==> config.mk <==
export PLATFORM = sky130hd
export DESIGN_NAME = seg_scan_reader
export DESIGN_NICKNAME = d
export VERILOG_FILES = /design/src/rtl/seg7_pkg.sv /design/src/rtl/seg7_inv_decode.sv /design/src/rtl/seg_scan_reader.sv
export SDC_FILE = /design/constraint.sdc
export NUM_CORES = 1
export LEC_CHECK = 0
export BUFFER_PORTS_ARGS = -buffer_cell sky130_fd_sc_hd__buf_4
export CAP_MARGIN = 20
export CORE_AREA = 2 2 111 113
export CTS_CLUSTER_SIZE = 28
export DETAILED_ROUTE_END_ITERATION = 8
export DIE_AREA = 0 0 113 115
export HOLD_SLACK_MARGIN = 0.12
export SLEW_MARGIN = 10
export SYNTH_ARGS = -nofsm -noshare
export SYNTH_HDL_FRONTEND = slang
export SYNTH_SLANG_ARGS = --single-unit
==> constraint.sdc <==
create_clock -name clk -period 2.5 [get_ports clk]
set_clock_uncertainty 0.15 [all_clocks]
set_input_delay 0.75 -clock clk [delete_from_list [all_inputs] [get_ports clk]]
set_output_delay 0.75 -clock clk [all_outputs]
set_load 0.1 [all_outputs]
==> src/rtl/seg7_pkg.sv <==
// rtl/seg7_pkg.sv - shared 7-segment glyph constants and tracker state type
package seg7_pkg;

   // Active-low cathode patterns, bit6=a .. bit0=g
   localparam logic [6:0] SEG_0 = 7'b0000001;
   localparam logic [6:0] SEG_1 = 7'b1001111;
   localparam logic [6:0] SEG_2 = 7'b0010010;
   localparam logic [6:0] SEG_3 = 7'b0000110;
   localparam logic [6:0] SEG_4 = 7'b1001100;
   localparam logic [6:0] SEG_5 = 7'b0100100;
   localparam logic [6:0] SEG_6 = 7'b0100000;
   localparam logic [6:0] SEG_7 = 7'b0001111;
   localparam logic [6:0] SEG_8 = 7'b0000000;
   localparam logic [6:0] SEG_9 = 7'b0001100;
   localparam logic [6:0] SEG_A = 7'b0001000;
   localparam logic [6:0] SEG_B = 7'b1100000;
   localparam logic [6:0] SEG_C = 7'b0110001;
   localparam logic [6:0] SEG_D = 7'b1000010;
   localparam logic [6:0] SEG_E = 7'b0110000;
   localparam logic [6:0] SEG_F = 7'b0111000;

   typedef enum logic [1:0] {
      IDLE,
      TRACK,
      CAPTURED
   } trk_state_e;

endpackage

==> src/rtl/seg7_inv_decode.sv <==
// rtl/seg7_inv_decode.sv - maps an active-low 7-segment pattern back to its hex nibble
module seg7_inv_decode
   import seg7_pkg::*;
(
   input  logic [6:0] pattern,
   output logic [3:0] nibble,
   output logic       match
);

   always_comb begin
      nibble = 4'h0;
      match  = 1'b1;
      case (pattern)
         SEG_0:   nibble = 4'h0;
         SEG_1:   nibble = 4'h1;
         SEG_2:   nibble = 4'h2;
         SEG_3:   nibble = 4'h3;
         SEG_4:   nibble = 4'h4;
         SEG_5:   nibble = 4'h5;
         SEG_6:   nibble = 4'h6;
         SEG_7:   nibble = 4'h7;
         SEG_8:   nibble = 4'h8;
         SEG_9:   nibble = 4'h9;
         SEG_A:   nibble = 4'hA;
         SEG_B:   nibble = 4'hB;
         SEG_C:   nibble = 4'hC;
         SEG_D:   nibble = 4'hD;
         SEG_E:   nibble = 4'hE;
         SEG_F:   nibble = 4'hF;
         default: match  = 1'b0;
      endcase
   end

endmodule

==> src/rtl/seg_scan_reader.sv <==
// rtl/seg_scan_reader.sv - snoops a multiplexed 4-digit 7-seg bus and rebuilds 16-bit frames
module seg_scan_reader
   import seg7_pkg::*;
#(
   parameter int STABLE_CYCLES  = 16,
   parameter int TIMEOUT_CYCLES = 1048576
) (
   input  logic        clk,
   input  logic        rst_n,
   input  logic [6:0]  seg_in,
   input  logic [3:0]  an_in,
   output logic [15:0] value,
   output logic        frame_valid,
   output logic [3:0]  digit_err,
   output logic        stale
);

   localparam int CW = $clog2(STABLE_CYCLES + 1);
   localparam int TW = $clog2(TIMEOUT_CYCLES + 1);
   localparam logic [CW-1:0] CNT_LAST = CW'(STABLE_CYCLES - 1);
   localparam logic [TW-1:0] TO_MAX   = TW'(TIMEOUT_CYCLES);

   logic [6:0]  seg_m_q, seg_s_q;
   logic [3:0]  an_m_q, an_s_q;
   trk_state_e  state_q, state_d;
   logic [1:0]  idx_q, idx_d;
   logic [6:0]  pat_q, pat_d;
   logic [CW-1:0] cnt_q, cnt_d;
   logic [15:0] shadow_q, shadow_d;
   logic [3:0]  seen_q, seen_d;
   logic [3:0]  err_q, err_d;
   logic [15:0] value_q, value_d;
   logic        fv_q, fv_d;
   logic [TW-1:0] to_q, to_d;

   logic        an_valid;
   logic [1:0]  an_idx;
   logic        same;
   logic        capture;
   logic        frame;
   logic [3:0]  cap_mask;
   logic [3:0]  dec_nibble;
   logic        dec_match;

   seg7_inv_decode u_dec (
      .pattern (pat_q),
      .nibble  (dec_nibble),
      .match   (dec_match)
   );

   // Only a single low anode identifies a digit; anything else is treated as blanking
   always_comb begin
      an_valid = 1'b1;
      an_idx   = 2'd0;
      case (an_s_q)
         4'b1110: an_idx = 2'd0;
         4'b1101: an_idx = 2'd1;
         4'b1011: an_idx = 2'd2;
         4'b0111: an_idx = 2'd3;
         default: an_valid = 1'b0;
      endcase
   end

   always_comb begin
      state_d = state_q;
      idx_d   = idx_q;
      pat_d   = pat_q;
      cnt_d   = cnt_q;
      capture = 1'b0;
      same    = (an_idx == idx_q) && (seg_s_q == pat_q);
      case (state_q)
         IDLE: begin
            if (an_valid) begin
               state_d = TRACK;
               idx_d   = an_idx;
               pat_d   = seg_s_q;
               cnt_d   = CW'(1);
            end
         end
         TRACK: begin
            if (!an_valid) begin
               state_d = IDLE;
            end else if (same) begin
               cnt_d = cnt_q + CW'(1);
               if (cnt_q == CNT_LAST) begin
                  state_d = CAPTURED;
                  capture = 1'b1;
               end
            end else begin
               idx_d = an_idx;
               pat_d = seg_s_q;
               cnt_d = CW'(1);
            end
         end
         CAPTURED: begin
            // Held dwell: wait for the strobe to move on before tracking again
            if (!an_valid) begin
               state_d = IDLE;
            end else if (!same) begin
               state_d = TRACK;
               idx_d   = an_idx;
               pat_d   = seg_s_q;
               cnt_d   = CW'(1);
            end
         end
         default: state_d = IDLE;
      endcase
   end

   always_comb begin
      cap_mask = capture ? (4'b0001 << idx_q) : 4'b0000;
      frame    = (seen_q == 4'b1111);
      shadow_d = shadow_q;
      if (capture) begin
         shadow_d[idx_q*4 +: 4] = dec_match ? dec_nibble : 4'h0;
      end
      // Errors captured in the frame cycle belong to the next frame, so they survive the clear
      seen_d  = (frame ? 4'b0000 : seen_q) | cap_mask;
      err_d   = (frame ? 4'b0000 : err_q) | (dec_match ? 4'b0000 : cap_mask);
      value_d = frame ? shadow_q : value_q;
      fv_d    = frame;
      if (capture) begin
         to_d = '0;
      end else if (to_q == TO_MAX) begin
         to_d = to_q;
      end else begin
         to_d = to_q + TW'(1);
      end
   end

   always_ff @(posedge clk) begin
      if (!rst_n) begin
         seg_m_q  <= 7'h7F;
         seg_s_q  <= 7'h7F;
         an_m_q   <= 4'hF;
         an_s_q   <= 4'hF;
         state_q  <= IDLE;
         idx_q    <= 2'd0;
         pat_q    <= 7'h7F;
         cnt_q    <= '0;
         shadow_q <= 16'h0000;
         seen_q   <= 4'b0000;
         err_q    <= 4'b0000;
         value_q  <= 16'h0000;
         fv_q     <= 1'b0;
         to_q     <= '0;
      end else begin
         seg_m_q  <= seg_in;
         seg_s_q  <= seg_m_q;
         an_m_q   <= an_in;
         an_s_q   <= an_m_q;
         state_q  <= state_d;
         idx_q    <= idx_d;
         pat_q    <= pat_d;
         cnt_q    <= cnt_d;
         shadow_q <= shadow_d;
         seen_q   <= seen_d;
         err_q    <= err_d;
         value_q  <= value_d;
         fv_q     <= fv_d;
         to_q     <= to_d;
      end
   end

   assign value       = value_q;
   assign frame_valid = fv_q;
   assign digit_err   = err_q;
   assign stale       = (to_q == TO_MAX);

endmodule

==> Word level (Yosys, flattened, before mapping) <==
Index checks and enable logic that the tools add are counted.
{ "totals": {"regBits": 100, "inputBits": 13, "wordCells": 105} }
{ "op_classes": {"addsub": 3, "n_eq_ne": 35, "n_shift": 3, "n_mux": 35, "bitwise_logic": 3, "reduce_logical": 12} }
{ "ops": {"columns": ["cell", "count"], "rows": [
  ["4-bit case mux with 15 select lines", 1],
  ["7-bit by 6-bit equality test with 1-bit output, second input constant", 5],
  ["4-bit negation with 34-bit output", 1],
  ["4-bit by 34-bit variable shift with 16-bit output, first input constant", 1],
  ["4-bit by 34-bit variable part select with 16-bit output", 1],
  ["7-bit equality test, second input constant", 4],
  ["5-bit two-way mux", 5],
  ["21-bit by 1-bit adder with 21-bit output, second input constant", 1],
  ["21-bit equality test, second input constant", 1],
  ["7-bit by 4-bit equality test with 1-bit output, second input constant", 3],
  ["7-bit two-way mux", 3],
  ["4-bit two-way mux", 5],
  ["2-bit two-way mux", 9],
  ["16-bit bitwise mux", 1],
  ["4-bit equality test, second input constant", 4],
  ["16-bit OR reduction", 1],
  ["5-bit case mux with 3 select lines", 1],
  ["7-bit case mux with 2 select lines", 1],
  ["2-bit case mux with 3 select lines", 2],
  ["2-bit inequality test, second input constant", 5],
  ["3-bit inequality test, second input constant", 3],
  ["4-bit OR", 2],
  ["4-bit AND reduction", 2],
  ["7-bit by 1-bit equality test with 1-bit output, second input constant", 1],
  ["other kinds (22)", 28]
]} }

==> Depth between registers and ports, before layout <==
Gate-level depths: netlist of run 1.
{ "depth": {"word_depth": 10, "mapped_depth": 9} }

==> Cells and area by module <==
From an unflattened synthesis of run 1, not the netlist that was laid out.
{ "hier_totals": {"cells_unflattened": 516, "hier_area_um2": 4513.1} }
{ "modules_own_cells": {"columns": ["module", "instances", "cells_per_inst", "area_each_um2", "seq_area_each_um2"], "rows": [
  ["seg_scan_reader", 1, 455, 4106.4, 2001.9],
  ["seg7_inv_decode", 1, 61, 406.6, 0.0]
]} }

==> Least setup slack after synthesis of run 1 <==
Ideal clock, no wire load.
{ "synth_path": {"kind": "register to output", "start": "register to_q[0]", "end": "output port stale", "arrival_time_ns": 2.218, "t_required_ns": 1.600, "slack_ns": -0.618, "stages_incl_launch_ff": 6, "n_path_buf": 0, "path_cell_list": "dfxtp_1 -> inv_1 -> ha_1 -> nor4b_1 -> nand3_1 -> nor2_1"} }
{ "synth_between": {"elab_chain_cells": 1} }
{ "synth_lines": {"columns": ["element", "line", "text"], "rows": [
  ["start: declaration", "seg_scan_reader.sv:34", "logic [TW-1:0] to_q, to_d;"],
  ["start signal: assignment", "seg_scan_reader.sv:161", "to_q <= to_d;"],
  ["21-bit equality test", "seg_scan_reader.sv:168", "assign stale = (to_q == TO_MAX);"],
  ["end: declaration", "seg_scan_reader.sv:15", "output logic stale"]
]} }
No other way between the ends.

==> Worst setup path in the final report of run 1 <==
{ "layout_path": {"start": "register to_q[1]", "end": "output port stale"} }
Same word-level chain as after synthesis.

==> flow_metrics.tcl, run 1 <==
set metrics [dict create \
    status "complete, but fails checks" \
    violations "DRC" \
    unrepaired_setup_endpoints_after_global_routing "false" \
    grt_pass1_wl_um 15460 \
    power.ir.vdd_worst_v 0.0002752 \
    floorplan.core_area_um2 11810 \
    worst_ep_required_time_ns 1.60 \
    cts_htree_levels 3 \
    clk_path_buf_depth 2 \
    synth_edf_count 0 \
    synth-warning-count 0 \
    synth.distinct_cells 67 \
    most-common-layout-cells "dfxtp_1 (98), nand2_1 (66), nor2_1 (53), buf_4 (49), a21oi_1 (34)" \
    worst_skew_pair.late_latency_ns 0.34 \
    critical-path-max-stage-delay_ns 0.34 \
    r2r.worst_path.cells 7 \
    hold_removal_path_class "register to register" \
    synthSimpleGateAreaFrac_pct 27.76 \
    synth_compound_area_share_pct 11.95 \
    fin_tns_setup_ns 0 \
    initial_utilization_pct 39.00 \
    ant_nets 0 \
    multiInputGateArea_um2 2481 \
    grt-ovfl-total 0 \
    gp_congestion 0.7888 \
    finalInstanceArea_um2 5388 \
    insertedDiodeCount 0 \
    nFillCells 1169 \
    core.rowCount 40 \
    whs_ns 0.2557 \
    worstSetupPathType "register to primary output" \
    fraction_of_layout_instances_using_a_drive_strength_above_1_pct 16.58 \
    crit_path_cell_trace "inv_2 > ha_4 > nor4b_4 > nand3_2 > nor2_4 > buf_12" \
    final.min_clock_period_ns 2.433 \
    tritoncts_clock_tree "built" \
    setup.worst_path.start_class "register" \
    ys_seq_elements 100 \
    timing.slew.headroom_pct 60.42 \
    period_share_pct 97.32 \
    cellPowerDensity_nw_per_um2 612.5 \
    timing.critical_path.arrival_ns 1.53 \
    design.portCount 35 \
    cp_max_delay_cell "dfxtp_2" \
    crit-reg2reg-capture "idx_q[1]" \
    hold_start "an_m_q[2]" \
    synthesis.area_um2 4607 \
    final_nets 578 \
    dieHeight_um 115 \
    worst_setup_hold_path_clk_slew_ns 0.07 \
    postSynthNetCount 547 \
    synth_top_family_by_area "simple AND/OR/NAND/NOR gates" \
    dp_hpwl_um 6394 \
    layout.area.seq_um2 2004 \
    synth_top_area_cell "dfxtp_1" \
    io_buffer_count 34 \
    post-synth-top-area-fraction_pct 43.45 \
    yosys.area_share.xor_xnor_pct 5.703 \
    setup.worst_path.end_class "primary output" \
    max_cap_viol_count 0 \
    worst_hold_path.num_cells 1 \
    critical_path_peak_fanout 4 \
    chipWidth_um 113 \
    grt_usage_pct 14.59 \
    reg2reg_from "pat_q[1]" \
    postSynthCellCount 520 \
    cts.root.buffer_cell "clkbuf_16" \
    synth_area_leaders "dfxtp_1 (43%), nand2_1 (5.4%), nor2_1 (4.4%)" \
    min_to "an_s_q[2]" \
    leakagePower_nw 2.059 \
    timing.critical_path.buf_inv 2 \
    drt_pre_antenna_iters 6 \
    post_synth.cell_area_avg_um2 8.859 \
    number_of_pins_exceeding_their_max_slew_limit_in_the_final_report 0 \
    drt-wirelength-per-cell_um 12.76 \
    mostFrequentLayoutCell "dfxtp_1" \
    post_synth_fa_ha_maj_area_fraction_pct 3.802 \
    routed_via_density 5.125 \
    synthToLayoutAreaGrowth_pct 16.95 \
    postSynth.topFlopCell "dfxtp_1" \
    synth.mux.area_fraction_pct 3.313 \
    place_area_um2 5007 \
    fin_util_pct 45.61 \
    grt_max_degree 30 \
    ff2ff_setup_slack_ns 0.22 \
    first_iter_violations 204 \
    critical-path-top-delay-family "simple AND/OR/NAND/NOR gates" \
    highest_attainable_clock_frequency_mhz 411.0 \
    route.detailed.drc 5 \
    synth_async_sr_flop_share_pct 0 \
    timing.final.setup_violations 0 \
    clock_sink_count 100 \
    hold_violations 0 \
    antenna_found_initial 0 \
    wl_um 8958 \
    timing_worst_slew_pin_value_ns 0.5902 \
    via_count_of_the_first_global_routing_pass 3342 \
    numCtsBuffers 9 \
    route.vias.total 3598 \
    synth_seq_area_share_pct 43.45 \
    die-area_um2 13000 \
]
[routing by layer]
metal	vias up	global-route usage [%]	wire length, um
met4	0	6.016	191
met3	16	3.795	341
met2	55	23.03	4044
met1	1657	19.09	4380
li1	1870	-	-
met5	-	0	0
[metrics by stage]
| stage | std cells | total power [mW] | setup slack (ns) |
|---|---|---|---|
| 3_3_place_gp | 684 | 1.958 | 0.2288 |
| 2_1_floorplan | 520 | 1.900 | 0.1692 |
| 4_1_cts | 700 | 3.334 | 0.009656 |
| 6_report | 702 | 3.300 | 0.06693 |
| 5_1_grt | 702 | 3.443 | 0.005456 |
| 3_5_place_dp | 684 | 1.966 | 0.1481 |
[cells in the mapped netlist, types with 5 or more instances]
master	number
nor2_1	54
nand3_1	18
or3_1	8
and3_1	7
a32oi_1	5
inv_1	10
nand4_1	10
clkbuf_1	19
xnor2_1	11
ha_1	14
nand2_1	66
o31ai_1	5
mux2i_1	13
dfxtp_1	100
nand2b_1	26
nor3_1	6
xor2_1	19
a21oi_1	34
o21ai_0	7
nor4_1	5
[cells by family after synthesis]
| family | after synthesis |
|---|---|
| XOR/XNOR | 30 |
| AO/OA/AOI/OAI | 82 |
| adder cells (fa/ha/maj) | 14 |
| AND/OR/NAND/NOR | 238 |
| buffers and inverters | 41 |
| flip-flops | 100 |
| multiplexers | 15 |
[what timing repair did]
action / CTS / global route
gates resized for setup: 8 / 7
pin swaps: 2 / 3
endpoints found under the setup margin: 1 / 1
setup buffers: 1 / 2
hold buffers: 0 / 0
[state kept, by name, indices dropped and copies added (netlist names), 5 cells and up]
signal / cells
seg_s_q: 7
seg_m_q: 7
to_q: 21
pat_q: 7
shadow_q: 16
cnt_q: 5
value: 16
[worst reg2reg max path: cells and delay by family (launching register included)]
kind | cells | cell delay [ns]
flip-flops | 1 | 0.58
AO/OA/AOI/OAI | 2 | 0.54
AND/OR/NAND/NOR | 2 | 0.34
multiplexers | 1 | 0.21
buffers and inverters | 1 | 0.20
XOR/XNOR | 1 | 0.14
[power breakdown]
part	switching (mW)	internal, mW
registers	0.0276	1.63
logic	0.162	0.123
clock network	0.591	0.770
total	0.781	2.52
[worst max path at each step]
stage          depth (start not counted)  slack [ns]     to     from
2_1_floorplan                          5        0.17  stale  to_q[0]
3_3_place_gp                           6        0.23  stale  to_q[0]
3_5_place_dp                           6        0.15  stale  to_q[0]
4_1_cts                                6        0.01  stale  to_q[0]
5_1_grt                                6       0.005  stale  to_q[1]
6_report                               6        0.07  stale  to_q[1]
[final cells by class]
cell class,instances,share of cell area [%]
Multi-Input combinational cell,379,46.05
Sequential cell,100,37.20
Timing Repair Buffer,50,7.199
Clock buffer,9,4.180
Tap cell,147,3.414
Clock inverter,6,1.184
Inverter,11,0.7664
(Power assumes the default switching activity.)
==> run 2: changes to the inputs <==
CAP_MARGIN = unset   (was 20)
RECOVER_POWER = 100   (was unset)
==> run 2 against run 1 <==
Against the previous run: the flow still finishes with violations (DRC); die area unchanged; power about the same; non-clock buffer count unchanged; final area fell by 1.1%; critical path depth is the same; largest power group unchanged.
==> flow_metrics.tcl, run 2 (same netlist as run 1, synthesis figures left out) <==
set metrics [dict create \
    worst_hold_path.num_cells 1 \
    power.share.switching_pct 23.65 \
    wl_um 8968 \
    clock_sink_count 100 \
    hold_removal_path_class "register to register" \
    route.detailed.drc 5 \
    synthToLayoutAreaGrowth_pct 15.62 \
    totalPowerFinal_mw 3.297 \
    worst_setup_hold_path_clk_slew_ns 0.07 \
    leakagePower_nw 2.037 \
    timing_worst_slew_pin_value_ns 0.5941 \
    grt_usage_pct 14.59 \
    worst_ep_required_time_ns 1.60 \
    drt_pre_antenna_iters 6 \
    whs_ns 0.2557 \
    worstSetupPathType "register to primary output" \
    violations "DRC" \
    ant_nets 0 \
    die-area_um2 13000 \
    reg2reg_from "pat_q[1]" \
    setup.worst_path.end_class "primary output" \
    grt_pass1_wl_um 15460 \
    routed_via_density 5.148 \
    period_share_pct 97.30 \
    cp_num_cells 6 \
    most-common-layout-cells "dfxtp_1 (98), nand2_1 (66), nor2_1 (53), a21oi_1 (34), nand2b_1 (26)" \
    finish.cell_count_without_fillers 702 \
    antenna_found_initial 0 \
    cp_max_delay_cell "dfxtp_2" \
    tritoncts_clock_tree "built" \
    grt-ovfl-total 0 \
    critical_path_peak_fanout 4 \
    unrepaired_setup_endpoints_after_global_routing "false" \
    max_cap_viol_count 0 \
    max_flop_register "to_q" \
    core.rowCount 40 \
    mostFrequentLayoutCell "dfxtp_1" \
    r2r.worst_path.cells 7 \
    timing.slew.headroom_pct 60.16 \
    insertedDiodeCount 0 \
    timing.critical_path.buf_inv 2 \
    grt_max_degree 30 \
    dieHeight_um 115 \
    cellPowerDensity_nw_per_um2 619.0 \
    flip_flop_count_of_the_largest_register_all_copies_and_words_added 21 \
    final_nets 578 \
    cts.root.buffer_cell "clkbuf_16" \
    highest_attainable_clock_frequency_mhz 411.1 \
    cts_htree_levels 3 \
    crit-reg2reg-capture "idx_q[1]" \
    place_inst 684 \
    nFillCells 1180 \
    crit_path_cell_trace "inv_2 > ha_4 > nor4b_4 > nand3_2 > nor2_4 > buf_12" \
    floorplan.core_area_um2 11810 \
    clk_path_buf_depth 2 \
    number_of_pins_exceeding_their_max_slew_limit_in_the_final_report 0 \
    worst_skew_pair.late_latency_ns 0.34 \
    internal-power_mw 2.517 \
    final.min_clock_period_ns 2.432 \
    fin_tns_setup_ns 0 \
    dp_hpwl_um 6394 \
    share_comb_of_total_power_pct 8.6 \
    first_iter_violations 199 \
    finalInstanceArea_um2 5326 \
    seq_power_share_pct 50.2 \
    via_count_of_the_first_global_routing_pass 3342 \
    hold_start "an_m_q[2]" \
    timing.critical_path.arrival_ns 1.53 \
    place_area_um2 5007 \
    power.ir.vdd_worst_v 0.0002750 \
    ff2ff_setup_slack_ns 0.21 \
    initial_utilization_pct 39.00 \
    hold_violations 0 \
    status "complete, but fails checks" \
    route.vias.total 3614 \
    numCtsBuffers 9 \
    critical-path-top-delay-family "simple AND/OR/NAND/NOR gates" \
    design.portCount 35 \
    setup.worst_path.start_class "register" \
    critical-path-max-stage-delay_ns 0.34 \
    total_switching_power_mw 0.7797 \
    power.clock.fraction_pct 41.2 \
    gp_congestion 0.7888 \
    drt-wirelength-per-cell_um 12.77 \
    cts_hold_buf 0 \
    chipWidth_um 113 \
    timing.final.setup_violations 0 \
    io_buffer_count 34 \
    min_to "an_s_q[2]" \
    fraction_of_layout_instances_using_a_drive_strength_above_1_pct 16.22 \
]
==> run 2: cell types whose count changed in the layout (fill, tap and decap cells not counted), sizes merged <==
cell    before  now
buf         50   27
clkbuf       9   32
==> run 2: worst max-delay path by stage <==
stage	start	end	slack (ns)
2_1_floorplan	to_q[0]	stale	0.17
3_3_place_gp	to_q[0]	stale	0.23
3_5_place_dp	to_q[0]	stale	0.15
4_1_cts	to_q[0]	stale	0.01
5_1_grt	to_q[1]	stale	0.005
6_report	to_q[1]	stale	0.07
==> run 2: layout make-up <==
type | count | area, um^2 | share of cell area [%]
Tap cell | 147 | 183.9 | 3.453
Clock buffer | 9 | 225.2 | 4.228
Inverter | 11 | 41.29 | 0.7752
Multi-Input combinational cell | 379 | 2481 | 46.58
Timing Repair Buffer | 50 | 326.6 | 6.131
Sequential cell | 100 | 2004 | 37.63
Clock inverter | 6 | 63.81 | 1.198
==> run 2: layer usage <==
layer	wire length [um]	track usage, %	share of wire (%)	vias to the layer above
li1	-	-	-	1870
met1	4450	19.09	50	1672
met2	4001	23.03	45	58
met3	339	3.795	3.8	14
met4	178	6.016	2.0	0
met5	0	0	0	-
==> run 2: power groups by stage <==
stage | sequential (mW) | clock, mW | combinational, mW
6_report | 1.65 | 1.36 | 0.283
5_1_grt | 1.66 | 1.47 | 0.313
4_1_cts | 1.65 | 1.40 | 0.281
3_5_place_dp | 1.69 | 0 | 0.276
3_3_place_gp | 1.69 | 0 | 0.270
2_1_floorplan | 1.68 | 0 | 0.220
==> run 2: through the flow <==
step	worst slack (ns)	util, %
after detailed placement	0.1481	42.39
final	0.06753	45.10
after global routing	0.005456	45.10
after floorplan	0.1692	-
after global placement	0.2288	42.39
after CTS	0.009656	45.23
==> run 2: repair_timing <==
item | in CTS | in global routing
endpoints found under the setup margin | 1 | 1
buffers inserted | 1 | 2
resized for setup | 8 | 7
hold endpoints to repair | 0 | 0
pin swaps | 2 | 3
